[config.mk]
export PLATFORM = sky130hd
export DESIGN_NAME = wb_arbiter2
export DESIGN_NICKNAME = d
export VERILOG_FILES = /design/src/rtl/wb_pkg.sv /design/src/rtl/wb_watchdog.sv /design/src/rtl/wb_arbiter2.sv
export SDC_FILE = /design/constraint.sdc
export NUM_CORES = 1
export LEC_CHECK = 0
export CAP_MARGIN = 30
export CELL_PAD_IN_SITES_DETAIL_PLACEMENT = 1
export CELL_PAD_IN_SITES_GLOBAL_PLACEMENT = 2
export CORE_MARGIN = 1
export CORE_UTILIZATION = 10
export DETAILED_ROUTE_END_ITERATION = 7
export HOLD_SLACK_MARGIN = 0.02
export PLACE_DENSITY_LB_ADDON = 0.1
export SYNTH_ARGS = -nofsm -noshare
export SYNTH_HDL_FRONTEND = slang
export SYNTH_SLANG_ARGS = --single-unit
export TNS_END_PERCENT = 1
[constraint.sdc]
create_clock -name CLK_I -period 2.18 [get_ports CLK_I]
set_clock_uncertainty 0.2 [all_clocks]
set_input_delay 0.654 -clock CLK_I [delete_from_list [all_inputs] [get_ports CLK_I]]
set_output_delay 0.654 -clock CLK_I [all_outputs]
set_load 0.05 [all_outputs]
[src/rtl/wb_pkg.sv]
// Shared widths, FSM encoding, CTI codes and bus payload type for the Wishbone arbiter.
package wb_pkg;

    localparam int unsigned ADR_W = 30;
    localparam int unsigned DAT_W = 32;
    localparam int unsigned SEL_W = 4;
    localparam int unsigned CTI_W = 3;
    localparam int unsigned WD_W  = 8;

    localparam logic [WD_W-1:0]  TIMEOUT_DEFAULT = 8'd255;

    localparam logic [CTI_W-1:0] CTI_CLASSIC = 3'b000;
    localparam logic [CTI_W-1:0] CTI_INCR    = 3'b010;
    localparam logic [CTI_W-1:0] CTI_END     = 3'b111;

    typedef enum logic [1:0] {
        IDLE = 2'b00,
        GNT0 = 2'b01,
        GNT1 = 2'b10
    } state_t;

    // Master-to-slave request payload
    typedef struct packed {
        logic             cyc;
        logic             stb;
        logic             we;
        logic [ADR_W-1:0] adr;
        logic [DAT_W-1:0] dat;
        logic [SEL_W-1:0] sel;
        logic [CTI_W-1:0] cti;
    } wb_req_t;

endpackage

[src/rtl/wb_watchdog.sv]
// Bus watchdog: counts strobe cycles without termination and fires once at TIMEOUT.
module wb_watchdog
    import wb_pkg::*;
#(
    parameter logic [WD_W-1:0] TIMEOUT = TIMEOUT_DEFAULT
) (
    input  logic clk,
    input  logic rst_n,
    input  logic stb,
    input  logic term,
    output logic fire_c
);

    logic [WD_W-1:0] cnt_q;

    // A real termination in the same cycle suppresses the timeout
    assign fire_c = stb && !term && (cnt_q == TIMEOUT);

    always_ff @(posedge clk or negedge rst_n) begin
        if (!rst_n) begin
            cnt_q <= '0;
        end else if (!stb || term || fire_c) begin
            cnt_q <= '0;
        end else begin
            cnt_q <= cnt_q + WD_W'(1);
        end
    end

endmodule

[src/rtl/wb_arbiter2.sv]
// Two-master Wishbone arbiter (CPU = m0, DMA = m1) with bus watchdog.
// Define WB_ARB_ROUND_ROBIN_EN for round-robin tie-break; default is fixed priority to m0.
module wb_arbiter2
    import wb_pkg::*;
#(
    parameter logic [WD_W-1:0] TIMEOUT = TIMEOUT_DEFAULT
) (
    input  logic        CLK_I,
    input  logic        reset_n,

    input  logic        m0_CYC_I,
    input  logic        m0_STB_I,
    input  logic        m0_WE_I,
    input  logic        m0_RMW_I,
    input  logic [31:2] m0_ADR_I,
    input  logic [31:0] m0_DAT_I,
    input  logic [3:0]  m0_SEL_I,
    input  logic [2:0]  m0_CTI_I,
    output logic [31:0] m0_DAT_O,
    output logic        m0_ACK_O,
    output logic        m0_ERR_O,
    output logic        m0_RTY_O,

    input  logic        m1_CYC_I,
    input  logic        m1_STB_I,
    input  logic        m1_WE_I,
    input  logic        m1_RMW_I,
    input  logic [31:2] m1_ADR_I,
    input  logic [31:0] m1_DAT_I,
    input  logic [3:0]  m1_SEL_I,
    input  logic [2:0]  m1_CTI_I,
    output logic [31:0] m1_DAT_O,
    output logic        m1_ACK_O,
    output logic        m1_ERR_O,
    output logic        m1_RTY_O,

    output logic        CYC_O,
    output logic        STB_O,
    output logic        WE_O,
    output logic [31:2] ADR_O,
    output logic [31:0] DAT_O,
    output logic [3:0]  SEL_O,
    output logic [2:0]  CTI_O,

    input  logic [31:0] DAT_I,
    input  logic        ACK_I,
    input  logic        ERR_I,
    input  logic        RTY_I,

    output logic [1:0]  gnt_o,
    output logic        timeout_o
);

    state_t  state_q, state_d, tie_pick;
    wb_req_t m0_req, m1_req, bus_req;
    logic    gnt0, gnt1, term, wd_fire_c;

    assign m0_req = '{cyc: m0_CYC_I, stb: m0_STB_I, we: m0_WE_I, adr: m0_ADR_I,
                      dat: m0_DAT_I, sel: m0_SEL_I, cti: m0_CTI_I};
    assign m1_req = '{cyc: m1_CYC_I, stb: m1_STB_I, we: m1_WE_I, adr: m1_ADR_I,
                      dat: m1_DAT_I, sel: m1_SEL_I, cti: m1_CTI_I};

`ifdef WB_ARB_ROUND_ROBIN_EN
    logic last_q;  // 1: master 1 was served last

    always_ff @(posedge CLK_I or negedge reset_n) begin
        if (!reset_n) begin
            last_q <= 1'b1;
        end else if (state_q == IDLE && state_d == GNT0) begin
            last_q <= 1'b0;
        end else if (state_q == IDLE && state_d == GNT1) begin
            last_q <= 1'b1;
        end
    end

    assign tie_pick = last_q ? GNT0 : GNT1;
`else
    assign tie_pick = GNT0;
`endif

    always_ff @(posedge CLK_I or negedge reset_n) begin
        if (!reset_n) begin
            state_q <= IDLE;
        end else begin
            state_q <= state_d;
        end
    end

    // Grant FSM: every grant passes through IDLE, RMW holds the grant across CYC gaps
    always_comb begin
        state_d = state_q;
        case (state_q)
            IDLE: begin
                if (m0_CYC_I && m1_CYC_I) begin
                    state_d = tie_pick;
                end else if (m0_CYC_I) begin
                    state_d = GNT0;
                end else if (m1_CYC_I) begin
                    state_d = GNT1;
                end
            end
            GNT0:    if (!m0_CYC_I && !m0_RMW_I) state_d = IDLE;
            GNT1:    if (!m1_CYC_I && !m1_RMW_I) state_d = IDLE;
            default: state_d = IDLE;
        endcase
    end

    assign gnt0 = (state_q == GNT0);
    assign gnt1 = (state_q == GNT1);

    always_comb begin
        gnt_o = 2'b00;
        case (state_q)
            GNT0:    gnt_o = 2'b01;
            GNT1:    gnt_o = 2'b10;
            default: gnt_o = 2'b00;
        endcase
    end

    // Slave bus follows the granted master; quiet in IDLE
    always_comb begin
        bus_req     = '0;
        bus_req.cti = CTI_CLASSIC;
        if (gnt0) begin
            bus_req = m0_req;
        end else if (gnt1) begin
            bus_req = m1_req;
        end
    end

    assign term = ACK_I | ERR_I | RTY_I;

    wb_watchdog #(
        .TIMEOUT (TIMEOUT)
    ) u_watchdog (
        .clk    (CLK_I),
        .rst_n  (reset_n),
        .stb    (bus_req.stb),
        .term   (term),
        .fire_c (wd_fire_c)
    );

    assign CYC_O     = bus_req.cyc;
    assign STB_O     = bus_req.stb & ~wd_fire_c;
    assign WE_O      = bus_req.we;
    assign ADR_O     = bus_req.adr;
    assign DAT_O     = bus_req.dat;
    assign SEL_O     = bus_req.sel;
    assign CTI_O     = bus_req.cti;
    assign timeout_o = wd_fire_c;

    // Read data is gated so every output reads zero while reset is held
    assign m0_DAT_O = reset_n ? DAT_I : '0;
    assign m1_DAT_O = reset_n ? DAT_I : '0;

    assign m0_ACK_O = gnt0 & ACK_I;
    assign m0_ERR_O = gnt0 & (ERR_I | wd_fire_c);
    assign m0_RTY_O = gnt0 & RTY_I;
    assign m1_ACK_O = gnt1 & ACK_I;
    assign m1_ERR_O = gnt1 & (ERR_I | wd_fire_c);
    assign m1_RTY_O = gnt1 & RTY_I;

endmodule

==> results of run 1 <==
routing by layer:
metal | wire [um] | vias up
met5 | 0 | -
met4 | 91 | 0
met3 | 1340 | 7
met2 | 8260 | 186
met1 | 5000 | 1444
li1 | - | 1410
power groups by stage:
stage / sequential, mW / combinational, mW / clock [mW]
finish: 0.200 / 2.91 / 0.367
global route: 0.202 / 3.00 / 0.382
CTS: 0.201 / 2.87 / 0.371
detailed placement: 0.204 / 2.80 / 0
global placement: 0.204 / 2.79 / 0
floorplan: 0.201 / 1.23 / 0
cell type report:
type | instances | area (um2) | share of cell area
Clock buffer | 4 | 88.8 | 0.0123
Multi-Input combinational cell | 152 | 1540 | 0.213
Timing Repair Buffer | 362 | 5040 | 0.700
Sequential cell | 10 | 253 | 0.0351
Tap cell | 220 | 275 | 0.0382
Inverter | 3 | 11.3 | 0.00156
kinds of logic after synthesis:
family / after synthesis / share of synthesized area
DFF: 10 / 0.145
xor gates and xnor gates: 3 / 0.0152
and+or+nand+nor: 63 / 0.214
buffers and inverters: 55 / 0.202
adders and majority gates: 1 / 0.00726
AOI/OAI and AO/OA: 85 / 0.417
Yosys cell counts, drive strengths merged:
master  number
a22o        71
buf         49
and2        36
dfrtp       10
a21oi        5
nand3        5
nor2         5
nor3         4
o21ai        4
clkbuf       3
inv          3
nand2        3
and3b        2
nor2b        2
o41ai        2
or3          2
xor2         2
a211oi       1
a311oi       1
ha           1
nand2b       1
nand4        1
nor3b        1
o21ba        1
or2          1
xnor2        1
state kept, by name (all words and copies together), names as in the netlist:
signal	cells
u_watchdog.cnt_q	8
state_q	2
repair_timing:
item                                    in CTS  in global routing
gates resized for setup                    151                 20
hold buffers                                 0                  0
pin swaps                                   54                 19
setup buffers                                3                  0
endpoints found under the setup margin     145                 85
endpoints found under the hold margin        0                  0
gates cloned                                 1                  0
stage by stage:
| step | utilization | TNS [ns] |
|---|---|---|
| 2_1_floorplan | - | -17.67 |
| 3_3_place_gp | 0.404 | -42.24 |
| 3_5_place_dp | 0.404 | -44.10 |
| 4_1_cts | 0.422 | -21.45 |
| 5_1_grt | 0.432 | -25.30 |
| 6_report | 0.432 | -20.03 |
final timing paths:
| kind | start | endpoint | slack [ns] | cells after the start |
|---|---|---|---|---|
| max | RTY_I | m1_ERR_O | -0.38 | 5 |
| min in group asynchronous | reset_n | u_watchdog.cnt_q[0] | 0.34 | 3 |
| min | u_watchdog.cnt_q[7] | u_watchdog.cnt_q[7] | 0.33 | 1 |
| max reg2reg | state_q[0] | u_watchdog.cnt_q[7] | 0.45 | 6 |
| max in group asynchronous | reset_n | state_q[1] | 1.28 | 3 |
| min reg2reg | u_watchdog.cnt_q[7] | u_watchdog.cnt_q[7] | 0.33 | 1 |
==> results.tsv, run 1 <==
metric	value	unit
outcome	complete, but fails checks	
failing checks	negative setup slack	
DP Worst Slack	-0.764	ns
CP max stage delay	0.43	ns
PwrDens	482	nW/um2
Worst Hold Class	reg -> reg	
Syn. warnings	0	
number of global-route vias before repair	3293	
initial antenna violation count	0	
Combinational Power Share	0.837	
# H-tree levels	1	
syn nets	401	
final count of hold timing violations	0	
Worst slew margin	0.780	
Cell Int Power	1.95	mW
Clock Latency Late Sink	0.24	ns
Antenna Violating Nets Remaining	0	
TritonCTS clock tree	yes	
data arrival time of the worst path	1.70	ns
WL/cell	19.6	um
DIE HEIGHT	133	um
Finished Cell Area	7210	um2
nature of the critical path startpoint	primary input	
drt first pass iters	4	
critical path type	in -> out	
IO Pins	328	
die area	17800	um2
DP HPWL	12700	um
top-area cell type share of the netlist area	0.361	
Cells after DPL	743	
most common cell after layout, fill and taps aside	buf_12	
fin crit share	1.17	
final setup margin	-0.376	ns
Avg Cell Area, Syn	7.95	um2
Mapped Area	1720	um2
nets	716	
Placed Instance Area	6750	um2
gpl congestion	0.803	
worst-margin pin slew	0.329	ns
Final Slew Violations	0	
Worst VDD drop	0.206	mV
delay-heaviest family, CP	compound AO/OA/AOI/OAI gates	
Synth area leader	a22o_1	
Max stage delay cell, worst path	o41ai_4	
Unique masters post-synth	29	
Crit path buffers/inverters	2	
clk sinks	10	
Clock power frac	0.106	
P&R area growth vs syn	318	%
top post-synthesis cells by area	a22o_1, dfrtp_1, buf_4	
clk root buf	clkbuf_16	
final setup vio count	80	
core area	16700	um2
sequential power share	0.058	
CP required	1.33	ns
register area share after synthesis	0.145	
Clk pin slew, worst setup/hold paths	0.04	ns
Initial Util	0.103	
drt via density	4.06	
1st-iter DRT viols	77	
Power Total	3.48	mW
Tmin final	2.56	ns
Syn Inst Count	217	
first-pass GRT wire length	21200	um
Top Usage Layer GRT	met2	
FMAX	0.391	GHz
largest net degree at the start of global routing	36	
Die W	133	um
grt ovf	0	
non-filler cells, final	751	
switching share of power	0.439	
final WL	14700	um
M2 GR Usage	0.317	
worst-path cell chain	buf_8 -> nor3_4 -> o21ai_4 -> o41ai_4 -> buf_12	
num rows	47	
Max clock buf depth	2	
Inserted Clock Buffers	3	
met1 usage	0.158	
Hold WS	0.326	ns
synthesis-stage register bit count	10	
number of port buffers	327	
DR DRC count	0	
commonest non-fill, non-tap cells in the layout	buf_12, clkdlybuf4s50_1, a22o_1	
DR vias	3047	
Fillers	1769	
NetSw	1.53	mW
met3 GRT Util	0.0441	
RSZ-0062 raised after global routing	true	
leak pwr	3.07	nW
Crit. End Element	output port	
Tot GR Track Use	0.157	
layout cells sized above 1	0.507	
Antenna Cells	0	
Max-cap violations	0	
CP Max Fanout	2	
(Power assumes the default switching activity.)
==> run 2, diff against run 1 <==
Clock period 2.18 ns to 2.25 ns, I/O delays scaled along.
==> results.tsv, run 2 (same netlist as run 1, synthesis figures left out) <==
metric	value	unit	change
outcome	complete, but fails checks		
failing checks	negative setup slack		
Initial Util	0.103		unchanged
Max-cap violations	0		unchanged
number of global-route vias before repair	3126		-5.1%
largest registers	u_watchdog.cnt_q: 8 flops, state_q: 2 flops		
Clock power frac	0.107		about the same
non-filler cells, final	747		-0.53%
worst-margin pin slew	0.321	ns	-0.00767 ns
Cells after DPL	741		-0.27%
largest net degree at the start of global routing	40		+11%
CP Max Fanout	3		+1
die area	17800	um2	unchanged
final WL	13000	um	-12%
Die W	133	um	unchanged
first-pass GRT wire length	18900	um	-11%
Fillers	1774		+0.28%
critical path depth in cells	5		unchanged
final setup vio count	78		-2.5%
Hold WS	0.330	ns	+0.00426 ns
Max stage delay cell, worst path	o41ai_4		
Antenna Violating Nets Remaining	0		unchanged
Max clock buf depth	2		unchanged
Largest Register	u_watchdog.cnt_q		
P&R area growth vs syn	303	%	
Largest register FFs	8		unchanged
drt via density	3.96		-2.4%
number of port buffers	327		unchanged
FMAX	0.388	GHz	
fin crit share	1.15		
Antenna Cells	0		unchanged
setup TNS	-11.54	ns	+8.49 ns
clk sinks	10		unchanged
R2R setup slack	0.63	ns	+0.18 ns
PwrDens	466	nW/um2	-3.4%
Worst Hold Class	reg -> reg		
hold depth	1		unchanged
nets	712		-0.56%
Reg2Reg Depth	6		unchanged
clk root buf	clkbuf_16		
CP required	1.37	ns	+0.04 ns
most common cell after layout, fill and taps aside	buf_12		
delay-heaviest family, CP	compound AO/OA/AOI/OAI gates		
Tot GR Track Use	0.136		-0.0203
Combinational Power Share	0.833		-0.004
Clk pin slew, worst setup/hold paths	0.04	ns	about the same
leak pwr	2.96	nW	-3.6%
data arrival time of the worst path	1.70	ns	about the same
WL/cell	17.4	um	-11%
NetSw	1.42	mW	-7.0%
DP HPWL	11300	um	-11%
worst r2r dst	u_watchdog.cnt_q[6]		
layout cells sized above 1	0.459		-0.0474
Final Slew Violations	0		unchanged
core area	16700	um2	unchanged
worst hold endpoint	u_watchdog.cnt_q[7]		
1st-iter DRT viols	54		-30%
gpl congestion	0.780		-2.9%
TritonCTS clock tree	yes		
critical path type	reg -> out		
Tmin final	2.58	ns	
nature of the critical path startpoint	flop		
num rows	47		unchanged
Worst Hold Launch	u_watchdog.cnt_q[7]		
DIE HEIGHT	133	um	unchanged
Worst R2R Start	u_watchdog.cnt_q[0]		
DR DRC count	0		unchanged
initial antenna violation count	0		unchanged
Crit. End Element	output port		
Clock Latency Late Sink	0.23	ns	about the same
Crit path buffers/inverters	1		-1
post-layout util	0.417		-0.0152
final setup margin	-0.327	ns	+0.0491 ns
commonest non-fill, non-tap cells in the layout	buf_12, clkdlybuf4s50_1, a22o_1		
sequential power share	0.060		+0.002
drt first pass iters	4		unchanged
RSZ-0062 raised after global routing	true		
worst-path cell chain	ha_2 -> nand3_2 -> or2_4 -> o41ai_4 -> buf_12		
grt ovf	0		unchanged
Worst slew margin	0.785		+0.00513
Cell Int Power	1.82	mW	-6.7%
final count of hold timing violations	0		unchanged
Worst VDD drop	0.222	mV	+7.5%
# H-tree levels	1		unchanged
DR vias	2958		-2.9%
CP max stage delay	0.40	ns	-0.03 ns
IO Pins	328		unchanged
Inserted Clock Buffers	3		unchanged
switching share of power	0.438		-0.000669
Hold Buf Count CTS	0		unchanged
-- run 2: cell count changes in the layout (fill, tap and decap cells not counted) --
| cell | delta |
|---|---|
| buf_12 | -3 |
| dlymetal6s2s_1 | +3 |
| buf_16 | -1 |
| buf_4 | -1 |
| a22o_1 | +19 |
| dlygate4sd2_1 | +1 |
| and2_4 | -4 |
| buf_6 | +1 |
| a22o_4 | -19 |
| clkdlybuf4s50_1 | -4 |
| and2_1 | +4 |
-- run 2: cell type report --
class	count	area [um2]	share of cell area
Timing Repair Buffer	358	4970	0.714
Multi-Input combinational cell	152	1360	0.196
Clock buffer	4	88.8	0.0128
Tap cell	220	275	0.0396
Inverter	3	11.3	0.00162
Sequential cell	10	253	0.0363
-- run 2: repair_timing --
action	4_1_cts	5_1_grt
gates cloned	0	0
pin swaps	34	16
setup endpoints to repair	145	79
gates resized for setup	141	10
buffers inserted	2	0
-- run 2: routing by layer --
metal  share of wire  global-route usage
met1            0.36               0.145
met3           0.081              0.0320
met5               0                   0
met4           0.014              0.0278
met2            0.55               0.268
-- run 2: metrics by stage --
step | total power, mW | instance area [um2] | setup WS [ns]
floorplan | 1.38 | 1780 | -0.334
global placement | 2.86 | 6710 | -0.666
global route | 3.34 | 6960 | -0.386
CTS | 3.25 | 6890 | -0.356
finish | 3.24 | 6960 | -0.327
detailed placement | 2.87 | 6710 | -0.686
-- run 2: worst max path at each step --
stage,startpoint,endpoint,slack [ns]
finish,u_watchdog.cnt_q[0],m1_ERR_O,-0.33
global route,u_watchdog.cnt_q[1],m1_ERR_O,-0.39
CTS,u_watchdog.cnt_q[1],m0_ERR_O,-0.36
detailed placement,ERR_I,m1_ERR_O,-0.69
global placement,ERR_I,m1_ERR_O,-0.67
floorplan,ERR_I,m0_ERR_O,-0.33
-- run 2: power by group through the flow --
stage	clock (mW)	combinational [mW]	sequential, mW
6_report	0.345	2.70	0.196
5_1_grt	0.363	2.78	0.197
4_1_cts	0.352	2.70	0.196
3_5_place_dp	0	2.67	0.198
3_3_place_gp	0	2.66	0.198
2_1_floorplan	0	1.19	0.195
==> run 3, diff against run 2 <==
Settings changed: ABC_AREA from default to 1, REMOVE_ABC_BUFFERS from default to 1.
==> results.tsv, run 3 <==
metric	value	unit	change
outcome	complete, but fails checks		
failing checks	negative setup slack		
fin crit share	1.10		-0.0504
Worst Hold Class	in -> async		
worst-path cell chain	buf_6 -> nand3b_1 -> nand2_4 -> nand2_4 -> nor2_4 -> buf_6 -> buf_12		
largest net degree at the start of global routing	19		-53%
critical path type	reg -> out		
PwrDens	1110	nW/um2	+140%
delay-heaviest family, CP	simple AND/OR/NAND/NOR gates		
CP required	1.37	ns	about the same
top-area cell type share of the netlist area	0.342		-0.0185
clk root buf	clkbuf_16		
core area	17400	um2	+4.3%
synthesis-stage register bit count	10		unchanged
grt ovf	0		unchanged
final setup margin	-0.214	ns	+0.113 ns
CP max stage delay	0.43	ns	+0.03 ns
RSZ-0062 raised after global routing	true		
Avg Cell Area, Syn	6.76	um2	-15%
Power Total	8.20	mW	+150%
Inserted Clock Buffers	3		unchanged
Worst slew margin	0.841		+0.0555
top-count cell post-synth	a22o_1		
FMAX	0.406	GHz	+4.6%
IO Pins	328		unchanged
Max stage delay cell, worst path	dfrtp_2		
CP Max Fanout	4		+1
# H-tree levels	1		unchanged
Async SR Flop Fraction	1.00		unchanged
Clk pin slew, worst setup/hold paths	0.04	ns	about the same
register area share after synthesis	0.140		-0.00547
Largest Register	u_watchdog.cnt_q		
gpl congestion	0.756		-3.0%
first-pass GRT wire length	21800	um	+15%
Placed Instance Area	6770	um2	+0.95%
number of port buffers	327		unchanged
drt via density	3.90		-1.6%
most common cell after layout, fill and taps aside	buf_12		
Clock Latency Late Sink	0.23	ns	about the same
final setup vio count	79		+1.3%
Mapped Area	1790	um2	+3.9%
TritonCTS clock tree	yes		
Syn Inst Count	265		+22%
Worst VDD drop	0.692	mV	+210%
DR vias	3223		+9.0%
1st-iter DRT viols	56		+3.7%
worst-margin pin slew	0.238	ns	-0.0830 ns
setup TNS	-12.19	ns	-0.657 ns
Syn. warnings	0		unchanged
DP HPWL	13300	um	+18%
top post-synthesis cells by area	a22o_1, buf_4, dfrtp_1		
number of global-route vias before repair	3552		+14%
clk sinks	10		unchanged
commonest non-fill, non-tap cells in the layout	buf_12, clkdlybuf4s50_1, a22o_1		
final WL	15700	um	+21%
nature of the critical path startpoint	flop		
Crit. End Element	output port		
num rows	48		+2.1%
P&R area growth vs syn	314	%	
Final Slew Violations	0		unchanged
Unique masters post-synth	25		-14%
Largest register FFs	8		unchanged
WL/cell	19.0	um	+9.6%
Die W	136	um	+1.9%
DR DRC count	0		unchanged
layout cells sized above 1	0.469		+0.0100
Synth area leader	a22o_1		
initial antenna violation count	0		unchanged
largest registers	u_watchdog.cnt_q: 8 flops, state_q: 2 flops		
drt first pass iters	4		unchanged
Initial Util	0.103		-0.000363
nets	787		+11%
Post-synth top cells	a22o_1, inv_1, nand2_1, buf_4, nor2_1		
Max clock buf depth	2		unchanged
Crit path buffers/inverters	3		+2
Post-synth EDFFs	0		unchanged
DIE HEIGHT	136	um	+1.9%
leak pwr	3.36	nW	+13%
Tmin final	2.46	ns	-0.113 ns
Hold WS	0.385	ns	+0.0553 ns
data arrival time of the worst path	1.59	ns	-0.11 ns
Finished Cell Area	7410	um2	+6.6%
Max-cap violations	0		unchanged
ys flop type	dfrtp_1		
final count of hold timing violations	0		unchanged
die area	18500	um2	+3.9%
Hold Buf Count CTS	0		unchanged
Antenna Violating Nets Remaining	0		unchanged
Tot GR Track Use	0.159		+0.0230
run 3: changes by cell type after synthesis, moves of 2 or more:
cell | previous run | this run
and3b_1 | 2 | 0
nand2_1 | 3 | 44
inv_1 | 3 | 45
nor3_1 | 4 | 1
nand3_1 | 5 | 7
or3_1 | 2 | 0
buf_2 | 17 | 8
nor2_1 | 5 | 18
nor2b_1 | 2 | 0
buf_4 | 32 | 38
and2_1 | 36 | 0
run 3: stage by stage:
stage	setup WS, ns	instances	util
after floorplan	-1.00	216	-
after global placement	-0.614	799	0.389
after detailed placement	-0.642	799	0.389
after CTS	-0.191	826	0.418
after global routing	-0.279	826	0.426
final	-0.214	827	0.426
run 3: path summary, 6_finish.rpt:
check | startpoint | endpoint | slack (ns) | cells after the start
worst max-delay path | state_q[0] | timeout_o | -0.21 | 7
worst min-delay path | reset_n | u_watchdog.cnt_q[5] | 0.39 | 3
worst max register to register | state_q[0] | u_watchdog.cnt_q[6] | -0.03 | 14
worst min register to register | u_watchdog.cnt_q[0] | u_watchdog.cnt_q[0] | 0.39 | 2
max in group asynchronous | reset_n | state_q[0] | 1.30 | 3
min in group CLK_I | u_watchdog.cnt_q[0] | u_watchdog.cnt_q[0] | 0.39 | 2
run 3: area by class of cell:
| type | instances | area (um2) |
|---|---|---|
| fillers | 1889 | 10000 |
| repair buffers | 382 | 5330 |
| multi-input cells | 159 | 1290 |
| well taps | 225 | 282 |
| flip-flops and latches | 10 | 251 |
| inverters | 47 | 184 |
| clock buffers | 3 | 75.1 |
| diodes | 1 | 2.50 |
run 3: kinds of logic after synthesis:
logic type      after synthesis  synth area share
buf+inv                      96             0.288
fa+ha+maj                     1           0.00698
compound gates               78             0.367
simple gates                 77             0.184
flops                        10             0.140
xor+xnor                      3            0.0147
run 3: timing repair:
action	4_1_cts	5_1_grt
endpoints found under the setup margin	143	81
gates cloned	4	0
buffers inserted	21	0
pin swaps	67	7
hold endpoints to repair	0	0
gates resized for setup	141	28
run 3: layer usage:
metal / global-route usage / wire length (um) / vias to the layer above
li1: - / - / 1543
met1: 0.160 / 5320 / 1485
met2: 0.324 / 8860 / 187
met3: 0.0436 / 1410 / 8
met4: 0.0235 / 142 / 0
met5: 0 / 0 / -
run 3: power by group:
group / internal [mW] / switching (mW) / leakage, nW
combinational: 3.70 / 3.97 / 3.19
clock: 0.230 / 0.0796 / 0.0370
sequential: 0.199 / 0.0218 / 0.136
run 3: worst reg2reg max path, delay by kind of cell, from the launching register on:
| kind | cells | cell delay (ns) |
|---|---|---|
| buffers and inverters | 10 | 1.04 |
| and+or+nand+nor | 3 | 0.44 |
| AOI/OAI and AO/OA | 1 | 0.08 |
| DFF | 1 | 0.43 |
